$ cat config.mk
export PLATFORM = sky130hd
export DESIGN_NAME = bcd_serial_adder
export DESIGN_NICKNAME = d
export VERILOG_FILES = /design/src/rtl/bcd_serial_adder_pkg.sv /design/src/rtl/bcd_digit_add.sv /design/src/rtl/bcd_serial_adder.sv
export SDC_FILE = /design/constraint.sdc
export NUM_CORES = 1
export LEC_CHECK = 0
export CAP_MARGIN = 25
export CORE_MARGIN = 3
export CORE_UTILIZATION = 30
export DETAILED_ROUTE_END_ITERATION = 16
export DONT_BUFFER_PORTS = 1
export PLACE_DENSITY = 0.54
export SLEW_MARGIN = 20
export SYNTH_ARGS = -nofsm -noshare
export SYNTH_HDL_FRONTEND = slang
export SYNTH_SLANG_ARGS = --single-unit
$ cat constraint.sdc
create_clock -name clk -period 7.3 [get_ports clk]
set_input_delay 0.365 -clock clk [delete_from_list [all_inputs] [get_ports clk]]
set_output_delay 0.365 -clock clk [all_outputs]
set_load 0.01 [all_outputs]
$ cat src/rtl/bcd_serial_adder_pkg.sv
// Shared types and constants for the digit-serial BCD adder.
package bcd_serial_adder_pkg;
  localparam int BCD_W    = 4;
  localparam int BCD_CORR = 6;

  typedef enum logic [1:0] {
    IDLE = 2'd0,
    ADD  = 2'd1,
    DONE = 2'd2
  } state_t;

  function automatic logic digit_bad(input logic [BCD_W-1:0] d);
    return d > BCD_W'(9);
  endfunction
endpackage

$ cat src/rtl/bcd_digit_add.sv
// One-digit decimal adder with carry; purely combinational.
module bcd_digit_add
  import bcd_serial_adder_pkg::*;
(
  input  logic [BCD_W-1:0] a_d,
  input  logic [BCD_W-1:0] b_d,
  input  logic             c,
  output logic [BCD_W-1:0] digit,
  output logic             carry
);
  logic [BCD_W:0] w_t;
  logic [BCD_W:0] w_adj;

  assign w_t   = {1'b0, a_d} + {1'b0, b_d} + {{BCD_W{1'b0}}, c};
  assign w_adj = w_t + (BCD_W+1)'(BCD_CORR);

  always_comb begin
    carry = w_t > (BCD_W+1)'(9);
    digit = carry ? w_adj[BCD_W-1:0] : w_t[BCD_W-1:0];
  end
endmodule

$ cat src/rtl/bcd_serial_adder.sv
// Digit-serial BCD adder: one digit per clock through a shared digit adder.
// Optional err port and invalid-digit check enabled by BCD_SERIAL_CHECK_EN.
module bcd_serial_adder
  import bcd_serial_adder_pkg::*;
#(
  parameter int DIGITS = 4
) (
  input  logic                  clk,
  input  logic                  rst,
  input  logic                  start,
  input  logic [4*DIGITS-1:0]   a,
  input  logic [4*DIGITS-1:0]   b,
  input  logic                  cin,
  output logic                  busy,
  output logic                  done,
  output logic [4*DIGITS-1:0]   s,
  output logic                  cout
`ifdef BCD_SERIAL_CHECK_EN
  ,
  output logic                  err
`endif
);
  localparam int IW = (DIGITS > 1) ? $clog2(DIGITS) : 1;

  state_t r_state, w_next;

  logic [DIGITS-1:0][BCD_W-1:0] r_a, r_b, r_s;
  logic [IW-1:0]                r_idx;
  logic                         r_carry;
  logic                         r_cout;
  logic                         w_accept;
  logic                         w_last;
  logic [BCD_W-1:0]             w_digit;
  logic                         w_carry;

  assign w_accept = start && (r_state == IDLE || r_state == DONE);
  assign w_last   = (r_idx == IW'(DIGITS-1));

  bcd_digit_add u_dig (
    .a_d   (r_a[r_idx]),
    .b_d   (r_b[r_idx]),
    .c     (r_carry),
    .digit (w_digit),
    .carry (w_carry)
  );

  always_ff @(posedge clk) begin
    if (rst) r_state <= IDLE;
    else     r_state <= w_next;
  end

  always_comb begin
    w_next = r_state;
    case (r_state)
      IDLE:    if (w_accept) w_next = ADD;
      ADD:     if (w_last)   w_next = DONE;
      DONE:    w_next = start ? ADD : IDLE;
      default: w_next = IDLE;
    endcase
  end

  // s is written digit by digit in place, so it only holds a full result after DONE
  always_ff @(posedge clk) begin
    if (rst) begin
      r_a     <= '0;
      r_b     <= '0;
      r_s     <= '0;
      r_idx   <= '0;
      r_carry <= 1'b0;
      r_cout  <= 1'b0;
    end else if (w_accept) begin
      r_a     <= a;
      r_b     <= b;
      r_carry <= cin;
      r_idx   <= '0;
    end else if (r_state == ADD) begin
      r_s[r_idx] <= w_digit;
      r_carry    <= w_carry;
      r_idx      <= r_idx + 1'b1;
      if (w_last) r_cout <= w_carry;
    end
  end

`ifdef BCD_SERIAL_CHECK_EN
  logic r_err;
  logic w_bad;

  always_comb begin
    w_bad = 1'b0;
    for (int i = 0; i < 2*DIGITS; i++) begin
      if (i < DIGITS) w_bad = w_bad | digit_bad(a[i*BCD_W +: BCD_W]);
      else            w_bad = w_bad | digit_bad(b[(i-DIGITS)*BCD_W +: BCD_W]);
    end
  end

  always_ff @(posedge clk) begin
    if (rst)           r_err <= 1'b0;
    else if (w_accept) r_err <= w_bad;
  end

  assign err = r_err;
`endif

  assign busy = (r_state == ADD);
  assign done = (r_state == DONE);
  assign s    = r_s;
  assign cout = r_cout;
endmodule

# Yosys cells after proc, flatten, opt, wreduce, memory -nomap -nowiden
# Index checks and enable logic that the tools add are counted.
[totals]
register_bits = 54
elab_cells = 52
in_bits = 36
[classes]
muxes = 14
n_bitwise = 1
n_addsub = 4
reduce_logical = 9
order_cmp = 3
n_eq_ne = 5
[ops]
columns = ["cell", "n"]
rows = [
  ["binary-select mux 4 bit (select 2 bit)", 2],
  ["bitwise mux 16 bit", 1],
  ["two-way mux 4 bit", 4],
  ["demux 4 bit (select 2 bit)", 1],
  ["case mux 2 bit (3 select lines)", 1],
  ["adder 4 x 4 -> 5 bit", 1],
  ["adder 5 x 1 -> 5 bit", 1],
  ["greater-than comparator 5 x 4 -> 1 bit (second input constant)", 1],
  ["adder 4 x 3 -> 4 bit (second input constant)", 1],
  ["equality test 2 bit (second input constant)", 2],
  ["two-way mux 2 bit", 2],
  ["AND reduction 2 bit", 2],
  ["< comparator 2 x 3 -> 1 bit (second input constant)", 1],
  ["two-way mux 1 bit", 3],
  ["AND reduction 3 bit", 1],
  ["adder 2 x 1 -> 2 bit (second input constant)", 1],
  ["equality test 2 x 1 -> 1 bit (second input constant)", 1],
  [">= comparator 2 x 1 -> 1 bit (second input constant)", 1],
  ["logical AND 1 bit", 2],
  ["logical NOT 2 bit", 1],
  ["!= test 2 x 1 -> 1 bit (second input constant)", 1],
  ["!= test 2 bit (second input constant)", 1],
  ["nonzero test 2 bit", 1],
  ["OR reduction 2 bit", 1],
  ["2 further kinds", 2],
]

# Logic depth before layout (Yosys ltp)
[depth]
word_depth = 7
mapped_depth = 10

# Modules after synthesis
# A second synthesis with hierarchy kept.
[hier_totals]
hier_cells = 273
area_unflattened_um2 = 2413.6
[modules_own_cells]
columns = ["mod", "instances", "cells_each", "area_each_um2"]
rows = [
  ["bcd_serial_adder", 1, 251, 2202.1],
  ["bcd_digit_add", 1, 22, 211.5],
]

# Worst setup path before layout
# No wires, ideal clock.
[synth_timing]
kind = "reg-to-reg"
from = "reg r_idx[0]"
to = "reg r_s, in the netlist s[10]"
path_buffers = 1
required_time_ns = 7.216
path_stages_with_launch = 11
synth_period_minus_slack_ns = 3.614
arrival_ns = 3.529
slack_ns = 3.686
cell_sequence = "dfxtp_1 > buf_2 > mux4_2 > fa_1 > fa_1 > inv_1 > ha_1 > a31o_4 > o31ai_4 > mux2_4 > o31ai_2"
[synth_between]
elab_chain_len = 7
word_cells_on_any_way = 15
cone_classes = "add/sub (3); order compare (3); mux (8); reduce/logical (1)"
[synth_lines]
columns = ["element", "line_no", "source"]
rows = [
  ["start, declared", "bcd_serial_adder.sv:28", "logic [IW-1:0] r_idx;"],
  ["start signal, assigned", "bcd_serial_adder.sv:79", "r_idx <= r_idx + 1'b1;"],
  ["binary-select mux 4 bit (select 2 bit) (on tied branches)", "bcd_serial_adder.sv:40, bcd_serial_adder.sv:41", ""],
  ["two-way mux 4 bit (on tied branches)", "bcd_serial_adder.sv:40, bcd_serial_adder.sv:41", ""],
  ["adder 4 x 4 -> 5 bit", "bcd_digit_add.sv:14", "assign w_t = {1'b0, a_d} + {1'b0, b_d} + {{BCD_W{1'b0}}, c};"],
  ["adder 5 x 1 -> 5 bit", "bcd_digit_add.sv:14", ""],
  ["adder 4 x 3 -> 4 bit or greater-than comparator 5 x 4 -> 1 bit (tied branches)", "bcd_digit_add.sv:15, bcd_digit_add.sv:18", ""],
  ["two-way mux 4 bit", "bcd_digit_add.sv:19", "digit = carry ? w_adj[BCD_W-1:0] : w_t[BCD_W-1:0];"],
  ["bitwise mux 16 bit (*)", "bcd_serial_adder.sv:77", "r_s[r_idx] <= w_digit;"],
  ["end signal, assigned by index", "bcd_serial_adder.sv:77", ""],
  ["end, declared", "bcd_serial_adder.sv:27", "logic [DIGITS-1:0][BCD_W-1:0] r_a, r_b, r_s;"],
]
# Mark *: on every way between the ends. The rest lies on a longest branch, timed or not. The select of a mux whose other input is x is not followed.
# A chain may end at the register's enable or synchronous reset.

# Worst setup path in the final report
[layout_timing]
from = "reg r_idx[0]"
to = "reg r_s, in the netlist s[14]"
# Same word-level chain as after synthesis.

==> run summary <==
status - finished clean
Final ANT Viol Nets - 0
crit-path cells - mux4_2, fa_1, fa_1, inv_1, ha_1, a31o_4, o31ai_4, mux2_4, o31ai_2
Syn Inst Count - 285
startpoint types - flip-flop
initial DRC count - 49
syn avg cell area - 8.77 um2
die width - 97.3 um
fin crit share - 58.2%
total CTS buffers - 5
Hold WC Path Type - in -> reg
TritonCTS clock tree - yes
register area share after synthesis - 43.2%
Post-Route WL - 5740 um
row count - 32
Place WS - 3.07 ns
# clock sinks - 54
synth top area cells - dfxtp_1 (43%), nand2_1 (12%), a21oi_1 (9.2%)
fin. max-slew vios - 0
DP Area - 2570 um2
Setup violations, final - 0
share of cells above drive strength 1 - 10.5%
drc violations - 0
crit-path max cell delay - 0.83 ns
fmax - 235 MHz
buffers and inverters on the worst path - 1
share of the synthesized area in the top cell type - 43.2%
clk_skew - 0.0120 ns
Reg clk slew, reported paths - 0.10 ns
starting density of the core - 31.7%
Critical Path RT - 7.52 ns
Design Area, Final - 2690 um2
global-route wire length before repair - 9270 um
WP data arrival - 4.47 ns
crit path max-delay cell type - fa_1
dpl hpwl - 4090 um
post-CTS resize count - 0
via count - 1899
Pleak - 0.944 nW
Ys Warns - 0
most frequent cells in the layout - nand2_1 (79), dfxtp_1 (54), a21oi_1 (46)
Crit. path cell count - 9
RSZ-0062 raised after global routing - false
Largest delay share family, worst path - adder cells
fillcell total - 835
PnR worst setup slack - 3.05 ns
mapped cell area - 2500 um2
layout net count - 321
Power Density - 235 nW/um2
final hold vios - 0
hold path cells - 1
vias in the first global route - 1808
most used cell, CP - fa_1
Slew HR - 44.9%
worst-path fanout max - 17
gr ovfl total - 0
hold buffer count at CTS - 0
Die ar. - 9460 um2
port buffer count - 0
#FFs+latches synth - 54
Core Area - 7890 um2
Wirelength per Cell - 15.2 um
area grow syn2layout - 7.66%
maxcap violations - 0
clk buf depth - 2
Worst Tran Pin Value - 0.827 ns
GRT Util Overall - 11.9%
initial antenna violation count - 0
commonest non-fill, non-tap cell in the layout - nand2_1
final weighted congestion in routability-driven placement - 0.779
ant diodes - 0
Post-Route Setup TNS - 0 ns
Worst R2R Path Depth - 9
Clock Tree Root - clkbuf_8
largest net degree at the start of global routing - 59
H-tree depth - 2
maximum vdd drop - 0.130 mV
Netlist cell types - 33
TritonRoute pass-1 iters - 4
Die Ht - 97.3 um
Tmin final - 4.25 ns
# IOs - 55
R2R setup slack - 3.05 ns
Setup CP Type - reg -> reg
largest area contributor in the netlist - dfxtp_1
vias per cell - 5.02
worst skew pair latency - 0.31 ns
syn_nets - 331
Post-CTS Repair Setup Buffers - 0
CP Capture Type - flip-flop
-- flip-flops by register name (all words and copies together) (netlist names) --
name and flops:
r_idx 2, r_b 16, r_carry 1, r_a 16
r_state 2, cout 1, s 16
-- logic make-up (layout without fill, tap and decap cells) --
kind of cell / count (synthesis) / after routing / synth area share, %
flip-flops: 54 / 54 / 43.2
AND/OR/NAND/NOR: 118 / 118 / 20.5
adder cells (fa/ha/maj): 10 / 10 / 5.61
buffers and inverters: 23 / 14 / 3.70
XOR/XNOR: 2 / 2 / 0.701
AO/OA/AOI/OAI: 69 / 69 / 18.5
multiplexers: 9 / 9 / 7.81
-- worst register-to-register path, cell delays in order, from the launching register on --
cell and delay, ns:
dfxtp_1 0.77, mux4_2 0.60, fa_1 0.45, fa_1 0.83
inv_1 0.15, ha_1 0.25, a31o_4 0.25, o31ai_4 0.30
mux2_4 0.37, o31ai_2 0.21
-- synth_stat cells (all sizes together) --
cell / n
a221oi: 4
nor2b: 3
nand2: 79
o31ai: 6
o22ai: 1
buf: 6
nor2: 8
ha: 8
a31o: 1
nor3: 10
and3: 5
or2: 1
inv: 4
a21oi: 47
a22oi: 1
a211oi: 4
and2: 5
nand3b: 4
fa: 2
clkbuf: 13
mux4: 8
a21o: 1
nand3: 1
dfxtp: 54
nand2b: 2
mux2: 1
xnor2: 2
a32oi: 4
-- where the power goes --
part	leakage [nW]	switching, mW	internal, mW	total, mW
sequential	0.441	0.0118	0.309	0.321
combinational	0.441	0.0576	0.0382	0.0958
clock	0.0618	0.103	0.113	0.216
total	0.944	0.172	0.461	0.633
-- per-stage QoR --
stage | total power, mW | utilization, % | hold WS, ns | std cells
after CTS | 0.641 | 34.1 | 0.105 | 378
after detailed placement | 0.425 | 32.6 | 0.441 | 370
after global routing | 0.665 | 34.1 | 0.0995 | 378
final | 0.633 | 34.1 | 0.118 | 378
after global placement | 0.422 | 32.5 | 0.434 | 369
after floorplan | 0.409 | - | 0.433 | 285
-- worst paths after layout --
check / start / end
max: r_idx[0]$_SDFFE_PP0P_ / s[14]$_SDFFE_PP0P_
min: rst / r_b[7]$_SDFFE_PP0P_
max reg2reg: r_idx[0]$_SDFFE_PP0P_ / s[14]$_SDFFE_PP0P_
min reg2reg: r_b[5]$_SDFFE_PP0P_ / r_b[5]$_SDFFE_PP0P_
-- metal layers --
layer / vias up / share of wire [%] / GRT usage, %
met2: 61 / 43 / 17.3
li1: 968 / - / -
met1: 862 / 49 / 17.0
met3: 8 / 6.7 / 4.02
met5: - / 0 / 0
met4: 0 / 1.0 / 2.88
-- area by class of cell --
type | instances | area (um2) | area share (%)
sequential | 54 | 1080 | 40.2
timing repair buffer | 2 | 15.0 | 0.558
tap | 102 | 128 | 4.74
inverter | 4 | 15.0 | 0.558
multi-input combinational | 208 | 1330 | 49.5
clock buffer | 6 | 82.6 | 3.07
clock inverter | 2 | 38.8 | 1.44
Note: power is estimated with default switching activity, not from simulation.
